==> config.mk <==
export PLATFORM = sky130hd
export DESIGN_NAME = pulse_gen_flat
export DESIGN_NICKNAME = d
export VERILOG_FILES = /design/src/rtl/pulse_gen_pkg.sv /design/src/rtl/pulse_gen_if.sv /design/src/rtl/pulse_gen_phase_counter.sv /design/src/rtl/pulse_gen.sv /design/src/flat_wrapper.sv
export SDC_FILE = /design/constraint.sdc
export NUM_CORES = 1
export LEC_CHECK = 0
export CORE_MARGIN = 3
export CORE_UTILIZATION = 40
export DETAILED_ROUTE_END_ITERATION = 16
export MAX_ROUTING_LAYER = met4
export SYNTH_ARGS = -nofsm -noshare
export SYNTH_HDL_FRONTEND = slang
export SYNTH_HIERARCHICAL = 1
export SYNTH_SLANG_ARGS = --single-unit
==> constraint.sdc <==
create_clock -name clock -period 6.35 [get_ports clock]
set_clock_uncertainty 0.2 [all_clocks]
set_input_delay 1.27 -clock clock [delete_from_list [all_inputs] [get_ports clock]]
set_output_delay 1.27 -clock clock [all_outputs]
set_load 0.05 [all_outputs]
==> src/rtl/pulse_gen_pkg.sv <==
// Shared types and constants for the programmable pulse generator.
// Optional sync_out port is enabled with PULSE_GEN_SYNC_OUT_EN (see pulse_gen_if/pulse_gen).
package pulse_gen_pkg;

  typedef enum logic [1:0] {
    IDLE = 2'd0,
    HIGH = 2'd1,
    LOW  = 2'd2,
    DONE = 2'd3
  } state_t;

  // A pulse_count of this value makes the burst run until stop or reset.
  localparam int CONTINUOUS = 0;

endpackage

==> src/rtl/pulse_gen_if.sv <==
// Control/status bundle for pulse_gen; master drives config, slave is the generator.
// sync_out exists only when PULSE_GEN_SYNC_OUT_EN is defined.
interface pulse_gen_if #(
  parameter int CNT_W  = 8,
  parameter int PCNT_W = 8
) ();

  logic              start;
  logic              stop;
  logic [CNT_W-1:0]  high_len;
  logic [CNT_W-1:0]  low_len;
  logic [PCNT_W-1:0] pulse_count;
  logic              signal;
  logic              busy;
  logic              done;
  logic [PCNT_W-1:0] pulses_done;

`ifdef PULSE_GEN_SYNC_OUT_EN
  logic              sync_out;

  modport master (
    output start, stop, high_len, low_len, pulse_count,
    input  signal, busy, done, pulses_done, sync_out
  );

  modport slave (
    input  start, stop, high_len, low_len, pulse_count,
    output signal, busy, done, pulses_done, sync_out
  );
`else
  modport master (
    output start, stop, high_len, low_len, pulse_count,
    input  signal, busy, done, pulses_done
  );

  modport slave (
    input  start, stop, high_len, low_len, pulse_count,
    output signal, busy, done, pulses_done
  );
`endif

endinterface

==> src/rtl/pulse_gen_phase_counter.sv <==
// Phase counter for pulse_gen: loads to 1, counts up, flags when it equals the limit.
module phase_counter #(
  parameter int CNT_W = 8
) (
  input  logic             clock,
  input  logic             reset,
  input  logic             load,
  input  logic             inc,
  input  logic [CNT_W-1:0] limit,
  output logic             at_limit
);

  logic [CNT_W-1:0] count;

  always_ff @(posedge clock) begin
    if (reset)
      count <= '0;
    else if (load)
      count <= CNT_W'(1);
    else if (inc)
      count <= count + CNT_W'(1);
  end

  assign at_limit = (count == limit);

endmodule

==> src/rtl/pulse_gen.sv <==
// Programmable burst pulse generator: run-time high/low lengths and pulse count, 0 = continuous.
// Define PULSE_GEN_SYNC_OUT_EN to add the registered sync_out rising-edge strobe.
module pulse_gen
  import pulse_gen_pkg::*;
#(
  parameter int CNT_W  = 8,
  parameter int PCNT_W = 8
) (
  input  logic     clock,
  input  logic     reset,
  pulse_gen_if.slave bus
);

  state_t            state, state_next;
  logic [CNT_W-1:0]  hi_q, lo_q, limit;
  logic [PCNT_W-1:0] count_q, pd_q, pd_next;
  logic              signal_q, signal_next;
  logic              busy_q, busy_next;
  logic              done_q, done_next;
  logic              latch, cnt_load, cnt_inc, at_limit, more_pulses;

  // One counter serves both phases; the limit follows the current phase.
  assign limit       = (state == LOW) ? lo_q : hi_q;
  assign more_pulses = (count_q == PCNT_W'(CONTINUOUS)) || (pd_q < count_q);

  phase_counter #(.CNT_W(CNT_W)) u_phase (
    .clock    (clock),
    .reset    (reset),
    .load     (cnt_load),
    .inc      (cnt_inc),
    .limit    (limit),
    .at_limit (at_limit)
  );

  always_ff @(posedge clock) begin
    if (reset) begin
      state    <= IDLE;
      signal_q <= 1'b0;
      busy_q   <= 1'b0;
      done_q   <= 1'b0;
      pd_q     <= '0;
      hi_q     <= CNT_W'(1);
      lo_q     <= CNT_W'(1);
      count_q  <= '0;
    end else begin
      state    <= state_next;
      signal_q <= signal_next;
      busy_q   <= busy_next;
      done_q   <= done_next;
      pd_q     <= pd_next;
      if (latch) begin
        hi_q    <= (bus.high_len == '0) ? CNT_W'(1) : bus.high_len;
        lo_q    <= (bus.low_len  == '0) ? CNT_W'(1) : bus.low_len;
        count_q <= bus.pulse_count;
      end
    end
  end

  // stop overrides every transition; outputs default to the idle values.
  always_comb begin
    state_next  = state;
    pd_next     = pd_q;
    signal_next = 1'b0;
    busy_next   = 1'b0;
    done_next   = 1'b0;
    latch       = 1'b0;
    cnt_load    = 1'b0;
    cnt_inc     = 1'b0;
    if (bus.stop) begin
      state_next = IDLE;
    end else begin
      case (state)
        IDLE: begin
          if (bus.start) begin
            state_next  = HIGH;
            latch       = 1'b1;
            cnt_load    = 1'b1;
            pd_next     = PCNT_W'(1);
            signal_next = 1'b1;
            busy_next   = 1'b1;
          end
        end
        HIGH: begin
          busy_next = 1'b1;
          if (at_limit) begin
            state_next = LOW;
            cnt_load   = 1'b1;
          end else begin
            signal_next = 1'b1;
            cnt_inc     = 1'b1;
          end
        end
        LOW: begin
          if (!at_limit) begin
            busy_next = 1'b1;
            cnt_inc   = 1'b1;
          end else if (more_pulses) begin
            state_next  = HIGH;
            cnt_load    = 1'b1;
            signal_next = 1'b1;
            busy_next   = 1'b1;
            pd_next     = pd_q + PCNT_W'(1);
          end else begin
            state_next = DONE;
            done_next  = 1'b1;
          end
        end
        default: begin
          state_next = IDLE;
        end
      endcase
    end
  end

  assign bus.signal      = signal_q;
  assign bus.busy        = busy_q;
  assign bus.done        = done_q;
  assign bus.pulses_done = pd_q;

`ifdef PULSE_GEN_SYNC_OUT_EN
  logic sync_q;

  // Entering HIGH from any other state is exactly a 0->1 edge of signal.
  always_ff @(posedge clock) begin
    if (reset)
      sync_q <= 1'b0;
    else
      sync_q <= (state_next == HIGH) && (state != HIGH);
  end

  assign bus.sync_out = sync_q;
`endif

endmodule

==> src/flat_wrapper.sv <==
// flat-port wrapper written by rule: the top's interface ports become plain ports
module pulse_gen_flat import pulse_gen_pkg::*;
#(
  parameter int CNT_W  = 8,
  parameter int PCNT_W = 8
)
  (clock, reset, bus_start, bus_stop, bus_high_len, bus_low_len, bus_pulse_count, bus_signal, bus_busy, bus_done, bus_pulses_done);
  pulse_gen_if #(.CNT_W(CNT_W), .PCNT_W(PCNT_W)) bus_i ();
  input  logic clock;
  input  logic reset;
  input wire logic [$bits(bus_i.start)-1:0] bus_start;
  input wire logic [$bits(bus_i.stop)-1:0] bus_stop;
  input wire logic [$bits(bus_i.high_len)-1:0] bus_high_len;
  input wire logic [$bits(bus_i.low_len)-1:0] bus_low_len;
  input wire logic [$bits(bus_i.pulse_count)-1:0] bus_pulse_count;
  output wire logic [$bits(bus_i.signal)-1:0] bus_signal;
  output wire logic [$bits(bus_i.busy)-1:0] bus_busy;
  output wire logic [$bits(bus_i.done)-1:0] bus_done;
  output wire logic [$bits(bus_i.pulses_done)-1:0] bus_pulses_done;
  assign bus_i.start = bus_start;
  assign bus_i.stop = bus_stop;
  assign bus_i.high_len = bus_high_len;
  assign bus_i.low_len = bus_low_len;
  assign bus_i.pulse_count = bus_pulse_count;
  assign bus_signal = bus_i.signal;
  assign bus_busy = bus_i.busy;
  assign bus_done = bus_i.done;
  assign bus_pulses_done = bus_i.pulses_done;
  pulse_gen #(.CNT_W(CNT_W), .PCNT_W(PCNT_W)) u_core (.clock(clock), .reset(reset), .bus(bus_i));
endmodule
Yosys cells after proc, flatten, opt, wreduce, memory -nomap -nowiden
Cells that the tools add are included.

storage, ports and cells
  bits in registers = 45
  logic and storage cells = 65

cells by class
  bitwise gates (word level) = 3
  reductions and logical operators = 13
  mux-type cells = 29
  eq/ne operators = 7
  add/subtract/negate cells = 2
  magnitude comparators = 1

operator list
  kind                 number
  $mux 8               6
  $logic_not 8->1      3
  $add 8x1->8 const B  2
  $pmux 8 s2           1
  $mux 1               14
  $pmux 1 s3           3
  $eq 8x8->1           1
  $lt 8x8->1           1
  $mux 2               4
  $ne 2x1->1 const B   3
  $pmux 2 s3           1
  $reduce_or 2->1      3
  $reduce_and 5->1     1
  $reduce_bool 2->1    2
  $reduce_or 4->1      1
  $not 1->1            3
  $reduce_and 3->1     1
  $eq 2x1->1 const B   1
  $eq 2x2->1 const B   1
  $logic_not 2->1      1
  $ne 2x2->1 const B   1
  $logic_or 1x1->1     1

Depth between registers and ports, before layout
  depth in word-level cells = 8
  depth in mapped cells = 14
  depth with buffers taken out = 10

Hierarchy
Netlist, hierarchy kept.

modules (own cells, without submodules)
  module         instances  cells each  area each (um^2)
  pulse_gen      1          235         1873.0
  phase_counter  1          51          440.4

Least setup slack after synthesis
OpenSTA, ideal clock, no wires.

  path kind = register to register
  start = register u_core.state[0]
  end = register u_core.pd_q[1] (netlist: u_core/bus.pulses_done[1])
  library setup time = 0.074 ns
  setup slack = 2.950 ns
  period minus slack after synthesis = 3.400 ns
  arrival = 3.126 ns
  stages on the path, launching flop included = 15
  cell sequence = dfxtp_1 > inv_1 > ha_1 > clkbuf_1 > buf_1 > mux2_2 > xnor2_1 > nand4_1 > nor2_1 > clkbuf_1 > nor2_1 > or4_1 > clkbuf_1 > or3_1 > a31oi_1

on the way
  longest elaborated chain between the ends = 5
  elaborated cells between the ends (all ways) = 10
  those cells by class = eq/ne (5); mux (2); reduce/logical (3)

RTL lines
  item                               RTL line                       RTL
  start, declared                    pulse_gen.sv:14                state_t state, state_next;
  start signal, assigned             pulse_gen.sv:46                state <= state_next;
  $eq 2x2->1                         pulse_gen.sv:23                assign limit = (state == LOW) ? lo_q : hi_q;
  $mux 8                             pulse_gen.sv:23
  via u_core.limit[6]                pulse_gen.sv:15                logic [CNT_W-1:0] hi_q, lo_q, limit;
  $eq 8x8->1                         pulse_gen_phase_counter.sv:24  assign at_limit = (count == limit);
  via u_core.at_limit                pulse_gen.sv:20                logic latch, cnt_load, cnt_inc, at_limit, more_pulses;
  $ne 2x1->1 (no source line)        n/a
  $reduce_and 5->1 (no source line)  n/a
  end signal, assigned               pulse_gen.sv:50                pd_q <= pd_next;
  end, declared                      pulse_gen.sv:16                logic [PCNT_W-1:0] count_q, pd_q, pd_next;

The timed path passes the listed nets, and every way through them passes these cells.
A chain may end at the register's enable or synchronous reset.

Worst setup path in the final report
Same ends and word-level chain as after synthesis.

==> impl_metrics.yaml <==
placed_design:
  portBuffers: 38
  place_congestion: 0.8598
  numPlacedInstances: 380
  dp_hpwl_um: 3612
  placed_cell_area_um2: 2721
die:
  die_y_um: 82.05
  start_util_pct: 41.76
  dieWidth_um: 82.05
  core_um2: 5540
  core.rowCount: 27
  die-area_um2: 6732
  ios: 39
clock_network:
  htree_levels: 2
  postCtsResizedCells: 0
  clockBufferDepth: 2
  clk_latency_ps: 290
  cts_buffers: 5
  cts-root-buf: "clkbuf_8"
  cts_tree: "built"
  clk_pin_slew_ps: 90
  postCtsSetupBuffers: 0
  cts.sinks: 45
  ctsHoldBuffers: 0
pwr:
  p_switching_w: 0.0001582
  irDropWorstVdd_mv: 0.1903
  p_int_w: 0.0004633
  clkPwrFrac_pct: 36.4
  combPwrFrac_pct: 15.2
  p_leak_nw: 0.9901
  p_total_w: 0.0006215
  seqPwrFrac_pct: 48.4
  switching_share_pct: 25.46
  power.density_nw_per_um2: 218.7
grt:
  grt_pass1_wl_um: 8590
  grt_max_degree: 31
  first_global_vias: 1919
  grt_antenna_before_repair: 0
  overflow: 0
  grt.total_usage_pct: 16.47
min_path:
  hold_path_class: "reg2reg"
  min_from: "u_core/hi_q[1]"
routing:
  vias_per_cell: 5.255
  drtIter0Drc: 79
  wire_per_inst_um: 12.63
  vias: 2039
  drc: 0
  totalWireLength_um: 4900
  dr.pass1.iters: 4
  antenna_left: 0
synth:
  synthArstFlopShare_pct: 0
  yosysWarnings: 6
  synth_cells: 286
  syn_avg_cell_area_um2: 8.089
  yosysTopAreaCellShare_pct: 38.94
  synth_edf_count: 0
  ys_top_cells_by_area: "dfxtp_1, nand2_1, a21oi_1"
  ys_seq_area_share_pct: 38.94
  synth_area_um2: 2313
  ys.flop_type: "dfxtp_1"
  synth_seq_cells: 45
  synth_fp_nets: 327
  synth_top_area_cell: "dfxtp_1"
  synth_cell_types: 40
critical_path:
  r2r_start: "u_core/state[0]"
  crit_path_start: "u_core/state[0]"
  worstPathRequired_ps: 6350
  critPathMaxFanout: 17
  arrival_ps: 3670
  worstSetupStartpointType: "register"
  worstSetupPathType: "reg2reg"
  endpoint_kind: "register"
finish:
  final_cell_mix: "nand2_1, dfxtp_1, clkdlybuf4s50_1, a21oi_1, nor2_1"
  layout-drive-gt1-share_pct: 6.962
  area_growth_pct: 22.82
  stdcell_count: 388
  fin_area_um2: 2841
  fin_nets: 356
  nFillCells: 554
  final_common_cell: "nand2_1"
  diodes: 0
timing:
  maxSlewHeadroom_pct: 30.24
  period_share_pct: 57.73
  fmax_mhz: 272.8
  period_needed_ps: 3666
  rsz0062_at_grt: "no"
  fin_tns_setup_ps: 0
  setup_violations: 0
  report.final.hold_viol_count: 0
  tightest_slew_ps: 1043
  drv_slew: 0
flow_run:
  maxCapViolCount: 0
status:
  run_status: "completed"
[critical path, stage by stage (launching register included)]
cell     delay, ps
dfxtp_1        360
inv_1          110
ha_1           600
mux2_2         420
xnor2_1        140
nand4_1        120
nor2_1         420
nor2_1          60
or4_1          580
or3_1          400
a31oi_1        150
[synthesized netlist by cell type, types with 4 or more instances]
cell / number
a21oi_1: 37
clkbuf_1: 13
dfxtp_1: 45
ha_1: 13
inv_1: 12
mux2_2: 8
nand2_1: 55
nand3_1: 7
nand4_1: 5
nor2_1: 17
nor3_1: 5
nor4_1: 4
o21ai_0: 6
o311ai_1: 5
o31ai_1: 5
or2_1: 4
or3_1: 4
xnor2_1: 8
xor2_1: 4
[sequential cells by signal, summed over array words and instances, names as in the netlist]
| signal | cells |
|---|---|
| u_core/bus.busy | 1 |
| u_core/hi_q | 8 |
| u_core/u_phase/count | 8 |
| u_core/lo_q | 8 |
| u_core/bus.done | 1 |
| u_core/bus.signal | 1 |
| u_core/bus.pulses_done | 8 |
| u_core/count_q | 8 |
| u_core/state | 2 |
[final timing paths]
kind,depth (start not counted),slack (ps),to
setup / recovery,10,2680,u_core/bus.pulses_done[1]
hold / removal,2,260,u_core/hi_q[1]
setup reg to reg,10,2680,u_core/bus.pulses_done[1]
hold reg to reg,2,260,u_core/hi_q[1]
[power by group through the flow]
stage          Sequential [W]  Clock, W  Combinational (W)
2_1_floorplan        0.000311         0          0.0000576
3_3_place_gp         0.000308         0          0.0000942
3_5_place_dp         0.000308         0          0.0000948
4_1_cts              0.000301  0.000232          0.0000952
5_1_grt              0.000303  0.000243           0.000106
6_report             0.000301  0.000226          0.0000943
[layer usage]
layer  global-route usage [%]  vias to the layer above  part of all wire [%]
met4                    3.488                        0                  0.92
met3                    2.961                        5                   4.5
met5                        -                        -                     0
met1                    20.75                      935                    48
li1                         -                     1054                     -
met2                    27.54                       45                    47
[metrics by stage]
step / utilization, % / setup WS, ps / hold slack [ps]
2_1_floorplan: - / 2950 / 229.6
4_1_cts: 51.29 / 2658 / 259.1
3_5_place_dp: 49.12 / 2377 / 246.8
6_report: 51.29 / 2684 / 257.7
3_3_place_gp: 49.12 / 2397 / 236.3
5_1_grt: 51.29 / 2318 / 270.4
[logic make-up after synthesis]
group / count (synthesis) / synth area share, %
and+or+nand+nor: 113 / 22.77
AOI/OAI and AO/OA: 65 / 17.42
DFF: 45 / 38.94
buffers and inverters: 29 / 4.975
adders and majority gates: 13 / 7.031
xor gates and xnor gates: 12 / 4.543
muxes: 9 / 4.327
[final cells by class]
class	instances	area, um^2	area share [%]
Sequential cell	45	900.9	31.70
Clock buffer	6	82.58	2.906
Multi-Input combinational cell	212	1297	45.66
Clock inverter	2	37.54	1.321
Timing Repair Buffer	39	387.9	13.65
Tap cell	72	90.09	3.170
Inverter	12	45.04	1.585
Power figures use the tool's default switching activity.
